File: config.mk
export PLATFORM = sky130hd
export DESIGN_NAME = usb_buffer_arbiter
export DESIGN_NICKNAME = d
export VERILOG_FILES = /design/src/rtl/usb_buf_pkg.sv /design/src/rtl/usb_buf_ptr_ctrl.sv /design/src/rtl/usb_buffer_arbiter.sv
export SDC_FILE = /design/constraint.sdc
export NUM_CORES = 1
export LEC_CHECK = 0
export BUFFER_PORTS_ARGS = -buffer_cell sky130_fd_sc_hd__buf_2
export CELL_PAD_IN_SITES_DETAIL_PLACEMENT = 1
export CELL_PAD_IN_SITES_GLOBAL_PLACEMENT = 1
export CORE_MARGIN = 4
export CORE_UTILIZATION = 40
export DETAILED_ROUTE_END_ITERATION = 8
export PLACE_DENSITY = 0.95
export RECOVER_POWER = 25
export SYNTH_ARGS = -nofsm -noshare
export SYNTH_HDL_FRONTEND = slang
export SYNTH_SLANG_ARGS = --single-unit
File: constraint.sdc
create_clock -name clk -period 6.4 [get_ports clk]
set_input_delay 0.96 -clock clk [delete_from_list [all_inputs] [get_ports clk]]
set_output_delay 0.96 -clock clk [all_outputs]
set_load 0.01 [all_outputs]
File: src/rtl/usb_buf_pkg.sv
// Shared types and sizing for the USB data-buffer arbiter and its pointer controller.
package usb_buf_pkg;

  localparam int BUF_DEPTH = 64;
  localparam int BUF_AW    = $clog2(BUF_DEPTH);

  typedef enum logic [1:0] {
    IDLE  = 2'd0,
    GRANT = 2'd1,
    RDATA = 2'd2
  } arb_state_t;

  typedef enum logic [1:0] {
    REQ_RX_STORE  = 2'd0,
    REQ_TX_GET    = 2'd1,
    REQ_AHB_STORE = 2'd2,
    REQ_AHB_GET   = 2'd3
  } req_id_t;

  function automatic logic is_store(req_id_t id);
    return (id == REQ_RX_STORE) || (id == REQ_AHB_STORE);
  endfunction

endpackage

File: src/rtl/usb_buf_ptr_ctrl.sv
// FIFO write/read pointers and occupancy for the buffer RAM; flush/clear win over any
// same-cycle update, and full/empty gate the pointer moves.
module usb_buf_ptr_ctrl
  import usb_buf_pkg::*;
#(
  parameter int DEPTH = BUF_DEPTH,
  localparam int AW = $clog2(DEPTH)
) (
  input  logic          clk,
  input  logic          rst,
  input  logic          flush,
  input  logic          clear,
  input  logic          store_en,
  input  logic          get_en,
  output logic [AW-1:0] wptr,
  output logic [AW-1:0] rptr,
  output logic [AW:0]   occupancy,
  output logic          full,
  output logic          empty
);

  logic wr_ok;
  logic rd_ok;

  assign full  = (occupancy == (AW+1)'(DEPTH));
  assign empty = (occupancy == '0);
  assign wr_ok = store_en && !full;
  assign rd_ok = get_en && !empty;

  // Pointers are AW bits wide, so wrap modulo DEPTH is implicit.
  always_ff @(posedge clk or posedge rst) begin
    if (rst) begin
      wptr      <= '0;
      rptr      <= '0;
      occupancy <= '0;
    end else if (flush || clear) begin
      wptr      <= '0;
      rptr      <= '0;
      occupancy <= '0;
    end else begin
      if (wr_ok) wptr <= wptr + AW'(1);
      if (rd_ok) rptr <= rptr + AW'(1);
      occupancy <= occupancy + (AW+1)'(wr_ok) - (AW+1)'(rd_ok);
    end
  end

endmodule

File: src/rtl/usb_buffer_arbiter.sv
// Single-port buffer RAM arbiter: rx_store > tx_get > AHB (store/get round-robin).
// Optional AHB aging promotion is built when USB_BUF_ARB_AGING_EN is defined.
module usb_buffer_arbiter
  import usb_buf_pkg::*;
#(
  parameter int DEPTH     = BUF_DEPTH,
  parameter int AGE_LIMIT = 16,
  localparam int AW = $clog2(DEPTH)
) (
  input  logic          clk,
  input  logic          rst,
  input  logic          flush,
  input  logic          clear,
  input  logic          rx_store_req,
  input  logic [7:0]    rx_store_data,
  output logic          rx_store_ack,
  input  logic          tx_get_req,
  output logic          tx_get_ack,
  output logic [7:0]    tx_get_data,
  output logic          tx_get_valid,
  input  logic          ahb_store_req,
  input  logic [7:0]    ahb_store_data,
  output logic          ahb_store_ack,
  input  logic          ahb_get_req,
  output logic          ahb_get_ack,
  output logic [7:0]    ahb_get_data,
  output logic          ahb_get_valid,
  output logic          mem_we,
  output logic [AW-1:0] mem_addr,
  output logic [7:0]    mem_wdata,
  input  logic [7:0]    mem_rdata,
  output logic [AW:0]   buffer_occupancy,
  output logic          overflow_err,
  output logic          underflow_err
);

  arb_state_t   state, state_nxt;
  req_id_t      winner_q, pick, ahb_pick;
  logic         any_req;
  logic         rr_q;
  logic         empty_hit_q;
  logic         aged_store, aged_get;
  logic [7:0]   rd_byte, tx_data_q, ahb_data_q;
  logic [AW-1:0] wptr, rptr;
  logic         full, empty;
  logic         store_en, get_en;

  assign store_en = (state == GRANT) && is_store(winner_q);
  assign get_en   = (state == GRANT) && !is_store(winner_q);

  usb_buf_ptr_ctrl #(.DEPTH(DEPTH)) u_ptr (
    .clk       (clk),
    .rst       (rst),
    .flush     (flush),
    .clear     (clear),
    .store_en  (store_en),
    .get_en    (get_en),
    .wptr      (wptr),
    .rptr      (rptr),
    .occupancy (buffer_occupancy),
    .full      (full),
    .empty     (empty)
  );

`ifdef USB_BUF_ARB_AGING_EN
  localparam int CW = $clog2(AGE_LIMIT + 1);
  logic [CW-1:0] age_store, age_get;

  // Counts only IDLE cycles, so a request ages once per arbitration round.
  always_ff @(posedge clk or posedge rst) begin
    if (rst) begin
      age_store <= '0;
      age_get   <= '0;
    end else if (state == IDLE) begin
      if (!ahb_store_req || pick == REQ_AHB_STORE) age_store <= '0;
      else if (age_store != CW'(AGE_LIMIT))        age_store <= age_store + CW'(1);
      if (!ahb_get_req || pick == REQ_AHB_GET)     age_get <= '0;
      else if (age_get != CW'(AGE_LIMIT))          age_get <= age_get + CW'(1);
    end
  end

  assign aged_store = ahb_store_req && (age_store == CW'(AGE_LIMIT));
  assign aged_get   = ahb_get_req && (age_get == CW'(AGE_LIMIT));
`else
  logic unused_age;
  assign unused_age = (AGE_LIMIT != 0);
  assign aged_store = 1'b0;
  assign aged_get   = 1'b0;
`endif

  always_comb begin
    any_req  = rx_store_req || tx_get_req || ahb_store_req || ahb_get_req;
    ahb_pick = (ahb_store_req && !(ahb_get_req && rr_q)) ? REQ_AHB_STORE : REQ_AHB_GET;
    if (aged_store || aged_get)
      pick = (aged_store && aged_get) ? ahb_pick : (aged_store ? REQ_AHB_STORE : REQ_AHB_GET);
    else if (rx_store_req) pick = REQ_RX_STORE;
    else if (tx_get_req)   pick = REQ_TX_GET;
    else                   pick = ahb_pick;
  end

  always_ff @(posedge clk or posedge rst) begin
    if (rst) state <= IDLE;
    else     state <= state_nxt;
  end

  always_comb begin
    state_nxt = state;
    case (state)
      IDLE:    if (any_req) state_nxt = GRANT;
      GRANT:   state_nxt = is_store(winner_q) ? IDLE : RDATA;
      RDATA:   state_nxt = IDLE;
      default: state_nxt = IDLE;
    endcase
  end

  always_ff @(posedge clk or posedge rst) begin
    if (rst) begin
      winner_q    <= REQ_RX_STORE;
      rr_q        <= 1'b0;
      empty_hit_q <= 1'b0;
      tx_data_q   <= '0;
      ahb_data_q  <= '0;
    end else begin
      if (state == IDLE && any_req) begin
        winner_q <= pick;
        if (pick == REQ_AHB_STORE || pick == REQ_AHB_GET) rr_q <= ~rr_q;
      end
      if (state == GRANT) empty_hit_q <= empty;
      if (state == RDATA && winner_q == REQ_TX_GET)  tx_data_q  <= rd_byte;
      if (state == RDATA && winner_q == REQ_AHB_GET) ahb_data_q <= rd_byte;
    end
  end

  // An empty read returns zero instead of stale RAM contents.
  assign rd_byte      = empty_hit_q ? 8'h00 : mem_rdata;
  assign tx_get_data  = (state == RDATA && winner_q == REQ_TX_GET)  ? rd_byte : tx_data_q;
  assign ahb_get_data = (state == RDATA && winner_q == REQ_AHB_GET) ? rd_byte : ahb_data_q;

  always_comb begin
    rx_store_ack  = 1'b0;
    tx_get_ack    = 1'b0;
    ahb_store_ack = 1'b0;
    ahb_get_ack   = 1'b0;
    tx_get_valid  = 1'b0;
    ahb_get_valid = 1'b0;
    mem_we        = 1'b0;
    mem_addr      = '0;
    mem_wdata     = '0;
    overflow_err  = 1'b0;
    underflow_err = 1'b0;
    case (state)
      GRANT: begin
        case (winner_q)
          REQ_RX_STORE:  rx_store_ack  = 1'b1;
          REQ_TX_GET:    tx_get_ack    = 1'b1;
          REQ_AHB_STORE: ahb_store_ack = 1'b1;
          REQ_AHB_GET:   ahb_get_ack   = 1'b1;
          default: ;
        endcase
        if (is_store(winner_q)) begin
          mem_addr     = wptr;
          mem_we       = !full;
          mem_wdata    = (winner_q == REQ_RX_STORE) ? rx_store_data : ahb_store_data;
          overflow_err = full;
        end else begin
          mem_addr      = rptr;
          underflow_err = empty;
        end
      end
      RDATA: begin
        tx_get_valid  = (winner_q == REQ_TX_GET);
        ahb_get_valid = (winner_q == REQ_AHB_GET);
      end
      default: ;
    endcase
  end

endmodule

==> results of run 1 <==
power breakdown:
part           total, mW  switching [mW]  internal (mW)
Sequential         0.411          0.0678          0.343
Combinational      0.628           0.383          0.245
Clock              0.243          0.0879          0.155
synth_stat cells, types with 2 or more instances:
master,instances
sky130_fd_sc_hd__nand3_1,4
sky130_fd_sc_hd__xor2_1,6
sky130_fd_sc_hd__a211oi_1,2
sky130_fd_sc_hd__ha_1,11
sky130_fd_sc_hd__or2_2,2
sky130_fd_sc_hd__mux2i_1,10
sky130_fd_sc_hd__o21ai_0,19
sky130_fd_sc_hd__a31oi_1,2
sky130_fd_sc_hd__a21oi_1,4
sky130_fd_sc_hd__and3_1,4
sky130_fd_sc_hd__clkbuf_1,8
sky130_fd_sc_hd__nor3_1,4
sky130_fd_sc_hd__dfrtp_1,41
sky130_fd_sc_hd__nor2_1,31
sky130_fd_sc_hd__xnor2_1,5
sky130_fd_sc_hd__or4_1,2
sky130_fd_sc_hd__nor4_1,2
sky130_fd_sc_hd__nand2_1,23
sky130_fd_sc_hd__nand2b_1,11
sky130_fd_sc_hd__o31ai_1,2
sky130_fd_sc_hd__a22o_1,6
sky130_fd_sc_hd__inv_1,17
sky130_fd_sc_hd__nor2b_1,3
sky130_fd_sc_hd__o211ai_1,5
sky130_fd_sc_hd__nand3b_1,3
how the worst max path moves through the flow:
stage	from	to	slack, ns	cells past startpoint
2_1_floorplan	u_ptr.occupancy[5]	u_ptr.occupancy[6]	3.62	14
3_3_place_gp	u_ptr.occupancy[5]	u_ptr.occupancy[6]	3.44	14
3_5_place_dp	u_ptr.occupancy[3]	u_ptr.occupancy[6]	3.15	14
4_1_cts	u_ptr.occupancy[3]	u_ptr.occupancy[6]	3.13	14
5_1_grt	u_ptr.occupancy[5]	u_ptr.occupancy[6]	2.84	14
6_report	u_ptr.occupancy[4]	u_ptr.occupancy[6]	3.17	14
metal layers:
layer,share of wire [%],track usage (%),wire length (um),vias to the layer above
met5,0,0,0,-
met4,1.0,3.51,63,0
met3,5.5,4.42,339,6
met2,51,32.6,3130,49
met1,43,23.3,2650,982
li1,-,-,-,1000
cells by family (layout without fill, tap and decap cells):
kind of cell,after synthesis,in the layout
adders and majority gates,12,12
AOI/OAI and AO/OA,47,47
xor gates and xnor gates,11,11
muxes,11,11
and+or+nand+nor,97,97
DFF,41,41
buffers and inverters,28,104
metrics by stage:
stage	cell area, um^2	hold slack [ns]
finish	2890	0.481
detailed placement	2760	0.471
floorplan	2320	0.446
global route	2890	0.507
CTS	2890	0.485
global placement	2760	0.459
state kept, by name, summed over array words and instances (netlist names), 2 cells and up:
| name | flops |
|---|---|
| u_ptr.rptr | 6 |
| winner_q | 2 |
| state | 2 |
| u_ptr.wptr | 6 |
| ahb_data_q | 8 |
| u_ptr.occupancy | 7 |
| tx_data_q | 8 |
layout make-up:
cell class | count | share of cell area [%]
Multi-Input combinational cell | 178 | 40.8
Clock buffer | 5 | 2.39
Sequential cell | 41 | 35.6
Inverter | 18 | 2.34
Tap cell | 72 | 3.12
Timing Repair Buffer | 78 | 13.5
Clock inverter | 3 | 2.25
==> impl_metrics.yaml, run 1 <==
timing:
  fmaxAchievable_mhz: 309
  layout_min_cycle_time_ns: 3.23
  worstMarginPinSlew_ns: 2.14
  rsz0062_at_grt: "false"
  setup_ws_ns: 3.17
  setup-tns-final_ns: 0
  setup_viol_count_final: 0
  maxSlewViolCount: 42
  remaining_max_slew_budget_at_the_tightest_pin_pct: -43.0
  clock_skew_ns: 0.00789
  count_of_endpoints_failing_hold_in_the_final_timing_report: 0
  post-route-period-util_pct: 50.5
floorplanning:
  effective_utilization_at_floorplan_pct: 41.6
  pin_count: 78
  num_rows: 27
  core-area_um2: 5570
  die_y_um: 84.1
  design.die.area_um2: 7080
  die_width_um: 84.1
worst_hold_path:
  worstHoldStart: "rr_q"
  whs_path_depth: 1
  endpoint_of_the_worst_hold_timing_path: "rr_q"
  min-delay-path-class: "flop to flop"
critical_path:
  crit_path_cell_trace: "inv_1, ha_1, nand4bb_1, o21ai_2, inv_1, ha_1, inv_1, ha_1, inv_1, fa_1, nor2b_1, o311ai_0, nor2b_1, o211ai_1"
  crit_path_max_incr_delay_ns: 0.40
  crit_path_max_fanout: 6
  worst_path_most_repeated_cell: "sky130_fd_sc_hd__inv_1"
  timing.critical_path.from_type: "flop"
  rr_startpoint: "u_ptr.occupancy[4]"
  worst_setup_path_end_kind: "flop"
  crit_path_kind: "flop to flop"
  ff2ff_setup_slack_ns: 3.17
  critical_path_arrival_ns: 3.44
  worst_path_max_delay_cell: "sky130_fd_sc_hd__dfrtp_1"
  timing.rr.end: "u_ptr.occupancy[6]"
  timing.critical_path.required_ns: 6.61
  timing.critical_path.buf_inv: 4
  critPathTopFamily: "adder cells"
  rr_worst_depth: 14
global_routing:
  grt_antenna_before_repair: 0
  globalRoute.totalOverflow: 0
  groute.usage.overall_pct: 18.6
  grt_pass1_vias: 2179
  grt_max_degree: 42
  first_pass_grt_wire_length_um: 10800
synth:
  synth.avg_cell_area_um2: 9.39
  proportion_of_synthesized_area_in_mux_cells_pct: 4.80
  synth-adder-area-share_pct: 6.80
  ys_seq_elements: 41
  yosys_most_used_dff: "sky130_fd_sc_hd__dfrtp_1"
  post_synth_and_or_nand_nor_area_fraction_pct: 21.0
  synthArstFlopShare_pct: 100
  fraction_of_synthesized_cell_area_in_xor_and_xnor_cells_pct: 4.16
  postSynthNetCount: 291
  synth_top_family_by_area: "simple AND/OR/NAND/NOR gates"
  post_synth_instance_area_um2: 2320
  synth_enable_flop_cells: 0
  synth_largest_area_cell: "sky130_fd_sc_hd__dfrtp_1"
  yosysWarningCount: 0
  synth-seq-area-share_pct: 44.3
  synth_cells: 247
  synth.distinct_cells: 45
  synthesized_area_fraction_occupied_by_ao_oa_aoi_and_oai_cells_pct: 14.0
  post-synth-top-area-fraction_pct: 44.3
  synth.top_cells.by_area: "sky130_fd_sc_hd__dfrtp_1 (44%), sky130_fd_sc_hd__ha_1 (5.9%), sky130_fd_sc_hd__nor2_1 (5.0%)"
clock_network:
  cts.repair_timing.setup_buffer_count: 0
  worstSkewPairLatency_ns: 0.29
  cts.repair.resized: 0
  clk_pin_slew_ns: 0.08
  cts_hold_buf: 0
  clock_tree.htree_level_count: 2
  tritoncts: "built"
  clock_path_buffers: 2
  cts_buffers: 5
  ctsRootBufferMaster: "sky130_fd_sc_hd__clkbuf_8"
  numClockSinks: 41
placed_design:
  buffers_on_ports: 77
  place.detailed.hpwl_um: 4800
  gp_congestion: 0.776
  placed_cells: 387
  pre_cts_slack_ns: 3.15
drt:
  drt-vias-per-instance: 5.16
  drt_first_pass_iters: 4
  route.detailed.wl_per_inst_um: 15.7
  drt-initial-drc-count: 51
  number_of_vias_after_detailed_routing: 2037
  antenna_violating_nets_post_route: 0
  route.final.wire_length_um: 6190
  drc_errors: 0
finish:
  finish.cell_count_without_fillers: 395
  antenna-diode-count: 0
  most_common_cell_after_layout_fill_and_taps_aside: "sky130_fd_sc_hd__buf_2"
  layout-drive-gt1-share_pct: 28.8
  final_net_count: 366
  layout_common_cells: "sky130_fd_sc_hd__buf_2 (77), sky130_fd_sc_hd__dfrtp_1 (41), sky130_fd_sc_hd__nor2_1 (31), sky130_fd_sc_hd__nand2_1 (23), sky130_fd_sc_hd__o21ai_0 (19)"
  post-route-util_pct: 51.8
  fillers: 692
  multi_input_area_um2: 1180
  areaGrowthSynthToFinish_pct: 24.4
  layout.area.seq_um2: 1030
pwr:
  cellLeakagePower_nw: 1.47
  finalPower_mw: 1.28
  worst_voltage_drop_across_the_vdd_grid_mv: 0.228
  powerDensity_nw_per_um2: 444
run:
  max-cap-violations: 1
run_status:
  violations: "max-capacitance violations, max-slew violations"
  outcome: "finished with violations"
(Power assumes the default switching activity.)
==> run 2: changes to the inputs <==
--- a/config.mk
+++ b/config.mk
@@ -9,9 +9,9 @@
 export CELL_PAD_IN_SITES_DETAIL_PLACEMENT = 1
 export CELL_PAD_IN_SITES_GLOBAL_PLACEMENT = 1
 export CORE_MARGIN = 4
-export CORE_UTILIZATION = 40
+export CORE_UTILIZATION = 34
 export DETAILED_ROUTE_END_ITERATION = 8
-export PLACE_DENSITY = 0.95
+export PLACE_DENSITY = 0.88
 export RECOVER_POWER = 25
 export SYNTH_ARGS = -nofsm -noshare
 export SYNTH_HDL_FRONTEND = slang
==> constraint.sdc (replaced) <==
create_clock -name clk -period 2.6 [get_ports clk]
set_input_delay 0.39 -clock clk [delete_from_list [all_inputs] [get_ports clk]]
set_output_delay 0.39 -clock clk [all_outputs]
set_load 0.01 [all_outputs]
==> impl_metrics.yaml, run 2 (synthesis gave the netlist of run 1 again) <==
run_status:
  outcome: "finished with violations"
  violations: "negative setup slack"
timing:
  layout_min_cycle_time_ns: 2.64
  setup_ws_ns: -0.0360
  count_of_endpoints_failing_hold_in_the_final_timing_report: 0
  clock_skew_ns: 0.00973
  post-route-period-util_pct: 101
  fmaxAchievable_mhz: 379
  worstMarginPinSlew_ns: 1.06
  worst_hold_slack_ns: 0.408
  rsz0062_at_grt: "true"
  maxSlewViolCount: 0
  setup_viol_count_final: 1
  remaining_max_slew_budget_at_the_tightest_pin_pct: 29.3
pwr:
  finalPower_mw: 3.48
  pwr-share-seq_pct: 27.9
  powerDensity_nw_per_um2: 1120
  switchingPower_mw: 1.52
  worst_voltage_drop_across_the_vdd_grid_mv: 0.557
  switching_share_pct: 43.6
  cellLeakagePower_nw: 1.57
  p_clk_share_pct: 11.9
  share_comb_of_total_power_pct: 60.2
  power.internal_mw: 1.96
critical_path:
  crit_path_kind: "flop to flop"
  worst_path_max_delay_cell: "sky130_fd_sc_hd__fa_2"
  timing.rr.end: "u_ptr.occupancy[6]"
  crit_path_max_fanout: 3
  ff2ff_setup_slack_ns: -0.04
  rr_startpoint: "u_ptr.occupancy[3]"
  worst_setup_path_end_kind: "flop"
  critical_path_arrival_ns: 2.83
  rr_worst_depth: 14
  timing.critical_path.from_type: "flop"
  crit_path_cell_trace: "inv_2, ha_4, nand4bb_4, o21ai_4, inv_2, ha_4, inv_4, ha_4, inv_2, fa_2, nor2b_4, o311ai_4, nor2b_1, o211ai_1"
  crit_path_max_incr_delay_ns: 0.41
  timing.critical_path.required_ns: 2.79
global_routing:
  first_pass_grt_wire_length_um: 11100
  globalRoute.totalOverflow: 0
  grt_max_degree: 42
  groute.usage.overall_pct: 16.4
  grt_antenna_before_repair: 0
  grt_pass1_vias: 2280
finish:
  finish.cell_count_without_fillers: 420
  layout-drive-gt1-share_pct: 37.6
  most_common_cell_after_layout_fill_and_taps_aside: "sky130_fd_sc_hd__buf_2"
  final_net_count: 386
  antenna-diode-count: 0
  layout_top_registers: "ahb_data_q (8), tx_data_q (8), u_ptr.occupancy (7)"
  areaGrowthSynthToFinish_pct: 33.5
  layout_common_cells: "sky130_fd_sc_hd__buf_2 (77), sky130_fd_sc_hd__dfrtp_1 (41), sky130_fd_sc_hd__nor2_1 (31), sky130_fd_sc_hd__nand2_1 (23), sky130_fd_sc_hd__buf_4 (20)"
floorplanning:
  die_y_um: 90.6
  effective_utilization_at_floorplan_pct: 35.7
  num_rows: 29
  die_width_um: 90.6
  core-area_um2: 6490
  design.die.area_um2: 8200
  pin_count: 78
drt:
  drt-vias-per-instance: 5.14
  drc_errors: 0
  antenna_violating_nets_post_route: 0
  drt-initial-drc-count: 29
  number_of_vias_after_detailed_routing: 2159
  drt_first_pass_iters: 4
  route.final.wire_length_um: 7180
  route.detailed.wl_per_inst_um: 17.1
clock_network:
  ctsRootBufferMaster: "sky130_fd_sc_hd__clkbuf_8"
  clock_path_buffers: 2
  numClockSinks: 41
  tritoncts: "built"
  cts_buffers: 5
  clock_tree.htree_level_count: 2
  clk_pin_slew_ns: 0.08
  worstSkewPairLatency_ns: 0.30
worst_hold_path:
  min-delay-path-class: "input pin to flop"
  endpoint_of_the_worst_hold_timing_path: "tx_data_q[6]"
  worstHoldStart: "mem_rdata[6]"
  whs_path_depth: 3
placed_design:
  buffers_on_ports: 77
  place.detailed.hpwl_um: 5120
  placed_cells: 404
  pre_cts_slack_ns: -0.0870
  gp_congestion: 0.805
run:
  max-cap-violations: 0
-- run 2: cell count changes in the layout (fill, tap and decap cells not counted), moves of 2 or more --
cell	previous run	this run
sky130_fd_sc_hd__bufinv_16	2	0
sky130_fd_sc_hd__buf_4	0	20
sky130_fd_sc_hd__inv_2	0	7
sky130_fd_sc_hd__ha_4	0	4
sky130_fd_sc_hd__inv_1	18	10
sky130_fd_sc_hd__ha_1	11	7
-- run 2: through the flow --
step | cell area, um^2 | utilization, % | TNS, ns
after detailed placement | 2890 | 44.5 | -0.0899
after floorplan | 2360 | - | 0
after global placement | 2890 | 44.5 | 0
after global routing | 3100 | 47.7 | -0.171
after CTS | 3010 | 46.3 | 0
final | 3100 | 47.7 | -0.0360
-- run 2: layout make-up --
class / instances / area, um^2
fill: 797 / 3400
multi-input combinational: 178 / 1280
sequential: 41 / 1030
timing repair buffer: 98 / 541
tap: 77 / 96.3
clock buffer: 6 / 72.6
inverter: 18 / 70.1
clock inverter: 2 / 10.0
-- run 2: critical path, delay by kind of cell, from the launching register on --
kind            cells  cell delay (ns)
flops               1             0.40
simple gates        3             0.45
fa+ha+maj           4             0.91
buf+inv             4             0.26
compound gates      3             0.50
-- run 2: worst max-delay path by stage --
stage	start	to	slack, ns
after global placement	u_ptr.occupancy[4]	u_ptr.occupancy[6]	0.07
final	u_ptr.occupancy[3]	u_ptr.occupancy[6]	-0.04
after detailed placement	u_ptr.occupancy[4]	u_ptr.occupancy[6]	-0.09
after global routing	u_ptr.occupancy[3]	u_ptr.occupancy[6]	-0.14
after CTS	u_ptr.occupancy[5]	u_ptr.occupancy[6]	0.009
after floorplan	u_ptr.occupancy[2]	u_ptr.occupancy[6]	0.002
-- run 2: timing repair --
item,CTS,global route
setup endpoints to repair,2,2
hold buffers,0,0
gates resized for setup,8,8
endpoints found under the hold margin,0,0
pin swaps,1,6
buffers inserted,1,7
-- run 2: power by group through the flow --
stage	Combinational [mW]	Sequential (mW)	Clock [mW]
2_1_floorplan	1.17	0.963	0
3_3_place_gp	1.75	0.954	0
3_5_place_dp	1.84	0.980	0
4_1_cts	1.92	0.973	0.425
5_1_grt	2.31	0.992	0.467
6_report	2.09	0.971	0.413
-- run 2: per-layer routing --
metal  up-vias  global-route usage [%]  routed length [um]
met5         -                       0                   0
met4         0                    3.06                  31
met3         5                    3.75                 280
met2        44                    30.5                3870
met1      1072                    19.2                2990
li1       1038                       -                   -
